File: config.mk
export PLATFORM = sky130hd
export DESIGN_NAME = multicycle_datapath
export DESIGN_NICKNAME = d
export VERILOG_FILES = /design/src/rtl/multicycle_datapath_pkg.sv /design/src/rtl/multicycle_datapath_register_file.sv /design/src/rtl/multicycle_datapath.sv
export SDC_FILE = /design/constraint.sdc
export NUM_CORES = 2
export LEC_CHECK = 0
export ABC_AREA = 1
export ABC_CLOCK_PERIOD_IN_PS = 7100
export BUFFER_PORTS_ARGS = -buffer_cell sky130_fd_sc_hd__buf_2
export CAP_MARGIN = 20
export CELL_PAD_IN_SITES_DETAIL_PLACEMENT = 1
export CELL_PAD_IN_SITES_GLOBAL_PLACEMENT = 1
export CORE_ASPECT_RATIO = 0.5
export CORE_MARGIN = 3
export CORE_UTILIZATION = 40
export CTS_CLUSTER_DIAMETER = 200
export DETAILED_ROUTE_END_ITERATION = 6
export PLACE_DENSITY_LB_ADDON = 0.1
export SLEW_MARGIN = 40
export SYNTH_ARGS = -nofsm -noshare
export SYNTH_HDL_FRONTEND = slang
export SYNTH_SLANG_ARGS = --single-unit
File: constraint.sdc
create_clock -name clk -period 7.1 [get_ports clk]
set_clock_uncertainty 0.15 [all_clocks]
set_input_delay 1.775 -clock clk [delete_from_list [all_inputs] [get_ports clk]]
set_output_delay 1.775 -clock clk [all_outputs]
set_load 0.03 [all_outputs]
File: src/rtl/multicycle_datapath_pkg.sv
// Shared encodings for the multicycle RV32I datapath: opcodes, mux selects,
// ALU control and funct3 codes.
package multicycle_datapath_pkg;

  localparam logic [6:0] OP_LOAD   = 7'b0000011;
  localparam logic [6:0] OP_IMM    = 7'b0010011;
  localparam logic [6:0] OP_JALR   = 7'b1100111;
  localparam logic [6:0] OP_STORE  = 7'b0100011;
  localparam logic [6:0] OP_BRANCH = 7'b1100011;
  localparam logic [6:0] OP_LUI    = 7'b0110111;
  localparam logic [6:0] OP_AUIPC  = 7'b0010111;
  localparam logic [6:0] OP_JAL    = 7'b1101111;

  typedef enum logic [1:0] {
    SRC_A_PC    = 2'b00,
    SRC_A_REG   = 2'b01,
    SRC_A_OLDPC = 2'b10,
    SRC_A_ZERO  = 2'b11
  } src_a_e;

  typedef enum logic [1:0] {
    SRC_B_REG  = 2'b00,
    SRC_B_FOUR = 2'b01,
    SRC_B_IMM  = 2'b10,
    SRC_B_ZERO = 2'b11
  } src_b_e;

  typedef enum logic [1:0] {
    ALUOP_ADD    = 2'b00,
    ALUOP_BRANCH = 2'b01,
    ALUOP_FUNCT  = 2'b10,
    ALUOP_ADD_ALT = 2'b11
  } aluop_e;

  typedef enum logic [3:0] {
    ALU_ADD, ALU_SUB, ALU_SLL, ALU_SLT, ALU_SLTU,
    ALU_XOR, ALU_SRL, ALU_SRA, ALU_OR, ALU_AND
  } alu_op_e;

  localparam logic [2:0] F3_ADD  = 3'b000;
  localparam logic [2:0] F3_SLL  = 3'b001;
  localparam logic [2:0] F3_SLT  = 3'b010;
  localparam logic [2:0] F3_SLTU = 3'b011;
  localparam logic [2:0] F3_XOR  = 3'b100;
  localparam logic [2:0] F3_SR   = 3'b101;
  localparam logic [2:0] F3_OR   = 3'b110;
  localparam logic [2:0] F3_AND  = 3'b111;

  localparam logic [2:0] F3_BEQ  = 3'b000;
  localparam logic [2:0] F3_BNE  = 3'b001;
  localparam logic [2:0] F3_BLT  = 3'b100;
  localparam logic [2:0] F3_BGE  = 3'b101;
  localparam logic [2:0] F3_BLTU = 3'b110;
  localparam logic [2:0] F3_BGEU = 3'b111;

endpackage

File: src/rtl/multicycle_datapath_register_file.sv
// 32x32 register file: two asynchronous read ports, one synchronous write port,
// synchronous active-low clear, x0 hardwired to zero.
module register_file (
  input  logic        clk,
  input  logic        rst_n,
  input  logic        we,
  input  logic [4:0]  waddr,
  input  logic [31:0] wdata,
  input  logic [4:0]  raddr1,
  input  logic [4:0]  raddr2,
  output logic [31:0] rdata1,
  output logic [31:0] rdata2
);

  logic [31:0] regs [32];

  always_ff @(posedge clk) begin
    if (!rst_n) begin
      for (int unsigned i = 0; i < 32; i++) regs[i] <= '0;
    end else if (we && waddr != '0) begin
      regs[waddr] <= wdata;
    end
  end

  assign rdata1 = (raddr1 == '0) ? '0 : regs[raddr1];
  assign rdata2 = (raddr2 == '0) ? '0 : regs[raddr2];

endmodule

File: src/rtl/multicycle_datapath.sv
// Multicycle RV32I datapath: architectural/inter-cycle registers, ALU,
// immediate generator, branch compare and a unified memory port.
module multicycle_datapath
  import multicycle_datapath_pkg::*;
#(
  parameter logic [31:0] RESET_PC = 32'h0000_0000
) (
  input  logic        clk,
  input  logic        rst_n,
  input  logic        pc_write,
  input  logic        ir_write,
  input  logic        pc_source,
  input  logic        reg_write,
  input  logic        memory_read,
  input  logic        is_immediate,
  input  logic        memory_write,
  input  logic        pc_write_cond,
  input  logic        lorD,
  input  logic        memory_to_reg,
  input  logic [1:0]  aluop,
  input  logic [1:0]  alu_src_a,
  input  logic [1:0]  alu_src_b,
  input  logic [31:0] mem_rdata,
  output logic [6:0]  instruction_opcode,
  output logic [31:0] mem_addr,
  output logic [31:0] mem_wdata,
  output logic        mem_read,
  output logic        mem_write,
  output logic [31:0] pc_out
);

  logic [31:0] pc, old_pc, ir, mdr, a_reg, b_reg, alu_out;
  logic [31:0] imm, alu_a, alu_b, alu_result, rs1_data, rs2_data;
  logic [31:0] jalr_target, pc_next;
  logic [6:0]  opcode;
  logic [2:0]  funct3;
  logic        branch_taken, pc_en;
  alu_op_e     alu_op;

  assign opcode = ir[6:0];
  assign funct3 = ir[14:12];

  register_file u_regfile (
    .clk    (clk),
    .rst_n  (rst_n),
    .we     (reg_write),
    .waddr  (ir[11:7]),
    .wdata  (memory_to_reg ? mdr : alu_out),
    .raddr1 (ir[19:15]),
    .raddr2 (ir[24:20]),
    .rdata1 (rs1_data),
    .rdata2 (rs2_data)
  );

  always_comb begin
    imm = '0;
    case (opcode)
      OP_LOAD, OP_IMM, OP_JALR: imm = {{20{ir[31]}}, ir[31:20]};
      OP_STORE:                 imm = {{20{ir[31]}}, ir[31:25], ir[11:7]};
      OP_BRANCH:                imm = {{19{ir[31]}}, ir[31], ir[7], ir[30:25], ir[11:8], 1'b0};
      OP_LUI, OP_AUIPC:         imm = {ir[31:12], 12'b0};
      OP_JAL:                   imm = {{11{ir[31]}}, ir[31], ir[19:12], ir[20], ir[30:21], 1'b0};
      default:                  imm = '0;
    endcase
  end

  always_comb begin
    case (src_a_e'(alu_src_a))
      SRC_A_PC:    alu_a = pc;
      SRC_A_REG:   alu_a = a_reg;
      SRC_A_OLDPC: alu_a = old_pc;
      default:     alu_a = '0;
    endcase
    case (src_b_e'(alu_src_b))
      SRC_B_REG:  alu_b = b_reg;
      SRC_B_FOUR: alu_b = 32'd4;
      SRC_B_IMM:  alu_b = imm;
      default:    alu_b = '0;
    endcase
  end

  // Immediate forms carry immediate bits in funct7, so bit 30 only means sub for R-type.
  always_comb begin
    alu_op = ALU_ADD;
    case (aluop_e'(aluop))
      ALUOP_BRANCH: alu_op = ALU_SUB;
      ALUOP_FUNCT: begin
        case (funct3)
          F3_ADD:  alu_op = (ir[30] && !is_immediate) ? ALU_SUB : ALU_ADD;
          F3_SLL:  alu_op = ALU_SLL;
          F3_SLT:  alu_op = ALU_SLT;
          F3_SLTU: alu_op = ALU_SLTU;
          F3_XOR:  alu_op = ALU_XOR;
          F3_SR:   alu_op = ir[30] ? ALU_SRA : ALU_SRL;
          F3_OR:   alu_op = ALU_OR;
          F3_AND:  alu_op = ALU_AND;
          default: alu_op = ALU_ADD;
        endcase
      end
      default: alu_op = ALU_ADD;
    endcase
  end

  always_comb begin
    case (alu_op)
      ALU_SUB:  alu_result = alu_a - alu_b;
      ALU_SLL:  alu_result = alu_a << alu_b[4:0];
      ALU_SLT:  alu_result = {31'b0, $signed(alu_a) < $signed(alu_b)};
      ALU_SLTU: alu_result = {31'b0, alu_a < alu_b};
      ALU_XOR:  alu_result = alu_a ^ alu_b;
      ALU_SRL:  alu_result = alu_a >> alu_b[4:0];
      ALU_SRA:  alu_result = $signed(alu_a) >>> alu_b[4:0];
      ALU_OR:   alu_result = alu_a | alu_b;
      ALU_AND:  alu_result = alu_a & alu_b;
      default:  alu_result = alu_a + alu_b;
    endcase
  end

  always_comb begin
    case (funct3)
      F3_BEQ:  branch_taken = (a_reg == b_reg);
      F3_BNE:  branch_taken = (a_reg != b_reg);
      F3_BLT:  branch_taken = ($signed(a_reg) < $signed(b_reg));
      F3_BGE:  branch_taken = ($signed(a_reg) >= $signed(b_reg));
      F3_BLTU: branch_taken = (a_reg < b_reg);
      F3_BGEU: branch_taken = (a_reg >= b_reg);
      default: branch_taken = 1'b0;
    endcase
  end

  assign jalr_target = (a_reg + imm) & ~32'd1;
  assign pc_next = !pc_source        ? alu_result :
                   (opcode == OP_JALR) ? jalr_target : alu_out;
  assign pc_en = pc_write | (pc_write_cond & branch_taken);

  always_ff @(posedge clk) begin
    if (!rst_n) begin
      pc      <= RESET_PC;
      old_pc  <= '0;
      ir      <= '0;
      mdr     <= '0;
      a_reg   <= '0;
      b_reg   <= '0;
      alu_out <= '0;
    end else begin
      if (pc_en) pc <= pc_next;
      if (ir_write) begin
        ir     <= mem_rdata;
        old_pc <= pc;
      end
      mdr     <= mem_rdata;
      a_reg   <= rs1_data;
      b_reg   <= rs2_data;
      alu_out <= alu_result;
    end
  end

  assign instruction_opcode = ir[6:0];
  assign mem_addr  = lorD ? alu_out : pc;
  assign mem_wdata = b_reg;
  assign mem_read  = memory_read;
  assign mem_write = memory_write;
  assign pc_out    = pc;

endmodule

=== Word-level counts from Yosys, hierarchy flattened ===
Memory sizes are Yosys's and may differ from the RTL's. A register that Yosys moved wholly into a read port is not among the register bits.
Cells that the tools add are included.

* Logic and storage cells: 90
* Register bits: 160
* Memories kept: 1
* RAM bits: 1024
* Input bits: 50
* Output and inout port bits: 105

{| class="wikitable"
|+ Memories
! memory !! depth !! width !! read ports !! clocked after memory_dff !! write ports !! RTL line !! text
|-
| u_regfile.regs || 32 || 32 || 2 || 2 || 32 || multicycle_datapath_register_file.sv:15 || <nowiki>logic [31:0] regs [32];</nowiki>
|}

* Eq/ne operators: 32
* Shift-type cells: 3
* $add $sub $neg: 3
* Reductions and logical operators: 14
* Bitwise logic cells: 6
* Order comparisons: 6
* Mux-type cells: 20

{| class="wikitable"
|+ Operators with widths
! operator !! number
|-
| $pmux W32 S9 || 1
|-
| $pmux W32 S3 || 2
|-
| $mux W32 || 5
|-
| $pmux W32 S5 || 1
|-
| $lt A32 B32 Y1 || 4
|-
| $add A32 B32 Y32 || 2
|-
| $ge A32 B32 Y1 || 2
|-
| $and A32 B32 Y32 || 1
|-
| $eq A32 B32 Y1 || 1
|-
| $ne A32 B32 Y1 || 1
|-
| $or A32 B32 Y32 || 1
|-
| $pmux W4 S8 || 1
|-
| $reduce_or A32 Y1 || 1
|-
| $shl A32 B5 Y32 || 1
|-
| $shr A32 B5 Y32 || 1
|-
| $sshr A32 B5 Y32 || 1
|-
| $sub A32 B32 Y32 || 1
|-
| $xor A32 B32 Y32 || 1
|-
| $eq A7 B7 Y1 const B || 3
|-
| $eq A4 B3 Y1 const B || 4
|-
| $eq A7 B5 Y1 const B || 2
|-
| $eq A7 B6 Y1 const B || 2
|-
| $eq A3 B3 Y1 const B || 4
|-
| $logic_not A5 Y1 || 2
|-
| other kinds (22) || 39
|}

=== Logic depth before layout (Yosys ltp) ===
* Depth in word-level cells: 8
* Depth in mapped cells: 32
* Gate-level depth less buffers: 31

=== Hierarchy ===
Synthesis repeated with hierarchy kept, for this count alone.

* Cells, all modules: 10841
* Area total of the unflattened synthesis: 78137.4 um^2

{| class="wikitable"
|+ By module, submodules not included
! module !! area each (um^2) !! cells an instance !! seq. area each (um^2) !! times used
|-
| register_file || 56653.1 || 7255 || 30749.5 || 1
|-
| multicycle_datapath || 21484.4 || 3586 || 4484.3 || 1
|}

=== Least setup slack after synthesis ===
OpenSTA, ideal clock, no wires.

* Path kind: input to register
* Start point: input alu_src_b[1]
* End point: register pc[28], in the netlist pc_out[28]
* Library setup time: 120 ps
* Data required time: 6830 ps
* Path buffers: 3
* Stages on the path: 23
* Setup slack: 2135 ps
* Data arrival time: 4695 ps
* Path through: inv_1 > nor2_4 > clkbuf_1 > clkbuf_1 > a22oi_1 > ha_1 > clkbuf_1 > nor2_1 > inv_1 > nor4_1 > nand3_1 > nand3_1 > nand2_1 > o211ai_1 > nand2_1 > nand2_1 > nand2_1 > nand2_1 > nand2_1 > nand3_1 > nand3_1 > nand2_1 > a21oi_1

* Word-level cells in the longest chain between the ends: 5
* Elaborated cells between the ends (all ways): 14
* Classes of those cells: 2 x add/sub; 2 x eq/ne; 3 x shift; 3 x mux; 3 x bitwise; 1 x reduce/logical

{| class="wikitable"
|+ RTL lines
! what !! RTL line !! text
|-
| start, declared || multicycle_datapath.sv:22 || <nowiki>input logic [1:0] alu_src_b,</nowiki>
|-
| $eq A2 B2 Y1 (tied with other cells) || multicycle_datapath.sv:74 || <nowiki>case (src_b_e'(alu_src_b))</nowiki>
|-
| $pmux W32 S3 * || multicycle_datapath.sv:74 ||
|-
| $add A32 B32 Y32 (tied with other cells) || multicycle_datapath.sv:115 || <nowiki>default: alu_result = alu_a + alu_b;</nowiki>
|-
| $pmux W32 S9 * || multicycle_datapath.sv:105 || <nowiki>case (alu_op)</nowiki>
|-
| $mux W32 * || multicycle_datapath.sv:132 || <nowiki>assign pc_next = !pc_source ? alu_result :</nowiki>
|-
| end signal, assigned || multicycle_datapath.sv:146 || <nowiki>if (pc_en) pc <= pc_next;</nowiki>
|-
| end, declared || multicycle_datapath.sv:32 || <nowiki>logic [31:0] pc, old_pc, ir, mdr, a_reg, b_reg, alu_out;</nowiki>
|}

Every way passes the cells marked *; elsewhere a longest branch is shown, timed or not.
A chain may end at the register's enable or synchronous reset.

=== Final worst setup path ===
* Start point: input alu_src_a[1]
* End point: register pc[28], in the netlist pc_out[28]

* Word-level cells in the longest chain between the ends: 5
* Elaborated cells between the ends (all ways): 14
* Classes of those cells: 2 x add/sub; 2 x eq/ne; 3 x shift; 3 x mux; 3 x bitwise; 1 x reduce/logical

{| class="wikitable"
|+ RTL lines
! what !! RTL line !! text
|-
| start, declared || multicycle_datapath.sv:21 || <nowiki>input logic [1:0] alu_src_a,</nowiki>
|-
| $eq A2 B2 Y1 (tied with other cells) || multicycle_datapath.sv:68 || <nowiki>case (src_a_e'(alu_src_a))</nowiki>
|-
| $pmux W32 S3 * || multicycle_datapath.sv:68 ||
|-
| $add A32 B32 Y32 (tied with other cells) || multicycle_datapath.sv:115 ||
|-
| $pmux W32 S9 * || multicycle_datapath.sv:105 ||
|-
| $mux W32 * || multicycle_datapath.sv:132 ||
|}

Marked as above.

==> impl_metrics.toml <==
[drt]
wl_um = 375000
firstDrtPassIters = 6
drt_iter0_markers = 9233
num_vias = 73778
drc = 0
wl_per_cell_um = 31.7
avgViaCountPerCell = 6.24
drtAntennaViolNets = 0

[synthesis]
yosysTopAreaCellShare_pct = 41.2
synth_top_area_cell = "edfxtp_1"
netlist_top_cells_area = "edfxtp_1, o21ai_0, nor2_1"
yosysWarnings = 0
synth_area_mm2 = 0.0747
synth-edff-count = 1024
synth.avg_cell_area_um2 = 7.89
ys_top_cells_by_count = "nor2_1, nand2_1, o21ai_0"
synthMostInstantiatedCell = "nor2_1"
synthCells = 9465
synth_cell_types = 76
synth-seq-area-share_pct = 47.2
synth_seq_cells = 1248
async_flop_share_pct = 0
synth_flop_cell = "edfxtp_1"

[job]
max_cap_viol_count = 0

[floorplan]
rows = 111
initial_core_util_pct = 40.5
dieArea_mm2 = 0.192
die_w_um = 617
die_h_um = 312
core_mm2 = 0.184
ios = 155

[clocking]
cts_hold_buffers = 0
insertion_delay_ns = 0.81
cts.sinks = 1248
cts_tree = "yes"
ctsResizeCount = 0
cts_max_level = 3
post_cts_buffers = 0
clock_path_buffers = 3
clockRootBuffer = "clkbuf_16"
cts.clk_slew.worst_paths_ns = 0.08
numCtsBuffers = 119

[global_routing]
grt_pass1_wl_um = 528000
antenna_found_initial = 37
overflow = 0
grtUsageTotal_pct = 37.8
grt_max_degree = 151
grt_pass1_vias = 70465

[setup_path]
crit_fanout = 23
reg2reg_from = "ir[3]$_SDFFE_PN0P_"
cp_data_arrival_time_ns = 6.08
crit_path_end_kind = "register"
reg2reg_depth = 28
cp.required_ns = 7.57
worst-r2r-setup-slack_ns = 1.62
cp-start-kind = "input pin"
rr_endpoint = "pc_out[29]$_SDFFE_PN0P_"
crit_type = "in2reg"

[power_and_ir_drop]
p_leak_nw = 31.6
powerDensity_mw_per_mm2 = 240
peakVddDrop_uv = 234

[sta]
maxSlewHeadroom_pct = 31.1
period_share_pct = 79.1
setup_viol = 0
worst_slew_pin_slew_ns = 1.03
setup_tns_ns = 0
maxSlewViolCount = 0
hold_viol_final = 0
period_needed_ns = 5.62
max_freq_mhz = 178
rsz0062_at_grt = "false"

[layout]
regMostFlops = "u_regfile.regs"
drive_above_1_share_pct = 8.82
largest_reg_flops = 1024
layout.nets = 9448
area_growth_pct = 10.6
nFillCells = 22119
utilization_pct = 44.8

[place]
io_buffers = 150
gp_congestion = 0.993
detailed_place_hpwl_um = 261000

[min_path]
min_from = "old_pc[7]$_SDFFE_PN0P_"
min_to = "old_pc[7]$_SDFFE_PN0P_"
min_path_cells = 2
min_path_type = "reg2reg"

[outcome]
status = "completed"
## report_power, final
group	leakage [nW]	internal (mW)	switching, mW	total (mW)
combinational	17.3	1.08	3.36	4.44
sequential	12.4	8.25	0.341	8.59
clock	1.91	3.60	3.17	6.77
## routing by layer
metal  vias up  wire length, um  track usage [%]
met1     37351           157000             52.4
met3       650            42600             10.9
met4        22            16300             14.9
met2      3649           158000             55.4
li1      32106                -                -
met5         -              155                0
## cell usage in the layout (no fill, tap or decap), types with 161 or more instances in the layout
master / netlist / layout
nor2_1: 1595 / 1585
nand2_1: 1344 / 1302
o21ai_0: 1299 / 1297
edfxtp_1: 1024 / 1024
inv_1: 756 / 748
a21oi_1: 711 / 682
nand3_1: 572 / 572
o211ai_1: 228 / 228
buf_4: 31 / 218
dfxtp_1: 224 / 214
ha_1: 161 / 161
## stage by stage
stage                     hold slack (ns)  setup WS [ns]  power, mW  std cells  instance area (um2)
after floorplan                     0.279           2.14       11.0       9496                74800
after global placement              0.299          0.795       12.9      11575                78200
after detailed placement            0.305          0.814       13.0      11592                78500
after CTS                           0.314           1.59       19.7      11811                82500
after global routing                0.341           1.26       20.4      11818                82600
final                               0.326           1.48       19.8      11827                82600
## worst max-delay path, cell delays in order
cell	delay [ns]
buf_2	0.14
inv_2	0.06
nor2_4	0.07
buf_4	0.40
nand2_1	0.09
o21ai_1	0.09
o21bai_2	0.19
inv_1	0.13
ha_1	0.24
fa_1	0.45
inv_1	0.07
nand2_1	0.08
a21oi_1	0.52
a21oi_1	0.27
o21ai_0	0.43
nand2_1	0.19
nand4_1	0.17
a21oi_1	0.11
xor2_1	0.18
nor2_1	0.06
nor2_1	0.12
nand3_1	0.10
nand2_1	0.08
a21oi_1	0.07
## final cells by class
cell class / count / area, um2 / share of cell area (%)
antenna: 9 / 22.5 / 0.0273
clock buffer: 162 / 3360 / 4.06
clock inverter: 57 / 561 / 0.678
inverter: 781 / 2950 / 3.57
multi-input combinational: 6679 / 34300 / 41.5
sequential: 1248 / 35300 / 42.7
tap: 2486 / 3110 / 3.76
timing repair buffer: 405 / 3050 / 3.69
## worst max path at each step
stage | depth (start not counted) | from | slack, ns | to
detailed placement | 25 | alu_src_a[0] | 0.81 | pc_out[25]$_SDFFE_PN0P_
floorplan | 23 | alu_src_b[1] | 2.14 | pc_out[28]$_SDFFE_PN0P_
global route | 20 | alu_src_b[1] | 1.26 | pc_out[22]$_SDFFE_PN0P_
finish | 24 | alu_src_a[1] | 1.48 | pc_out[28]$_SDFFE_PN0P_
CTS | 25 | alu_src_a[0] | 1.59 | pc_out[25]$_SDFFE_PN0P_
global placement | 25 | alu_src_a[0] | 0.79 | pc_out[25]$_SDFFE_PN0P_
## cells by family after synthesis
| group | synth area share (%) |
|---|---|
| other | 0.00502 |
| buffers and inverters | 8.21 |
| adders and majority gates | 2.78 |
| muxes | 0.0536 |
| DFF | 47.2 |
| AOI/OAI and AO/OA | 21.3 |
| and+or+nand+nor | 20.0 |
| xor gates and xnor gates | 0.457 |
Note: power is estimated with default switching activity, not from simulation.
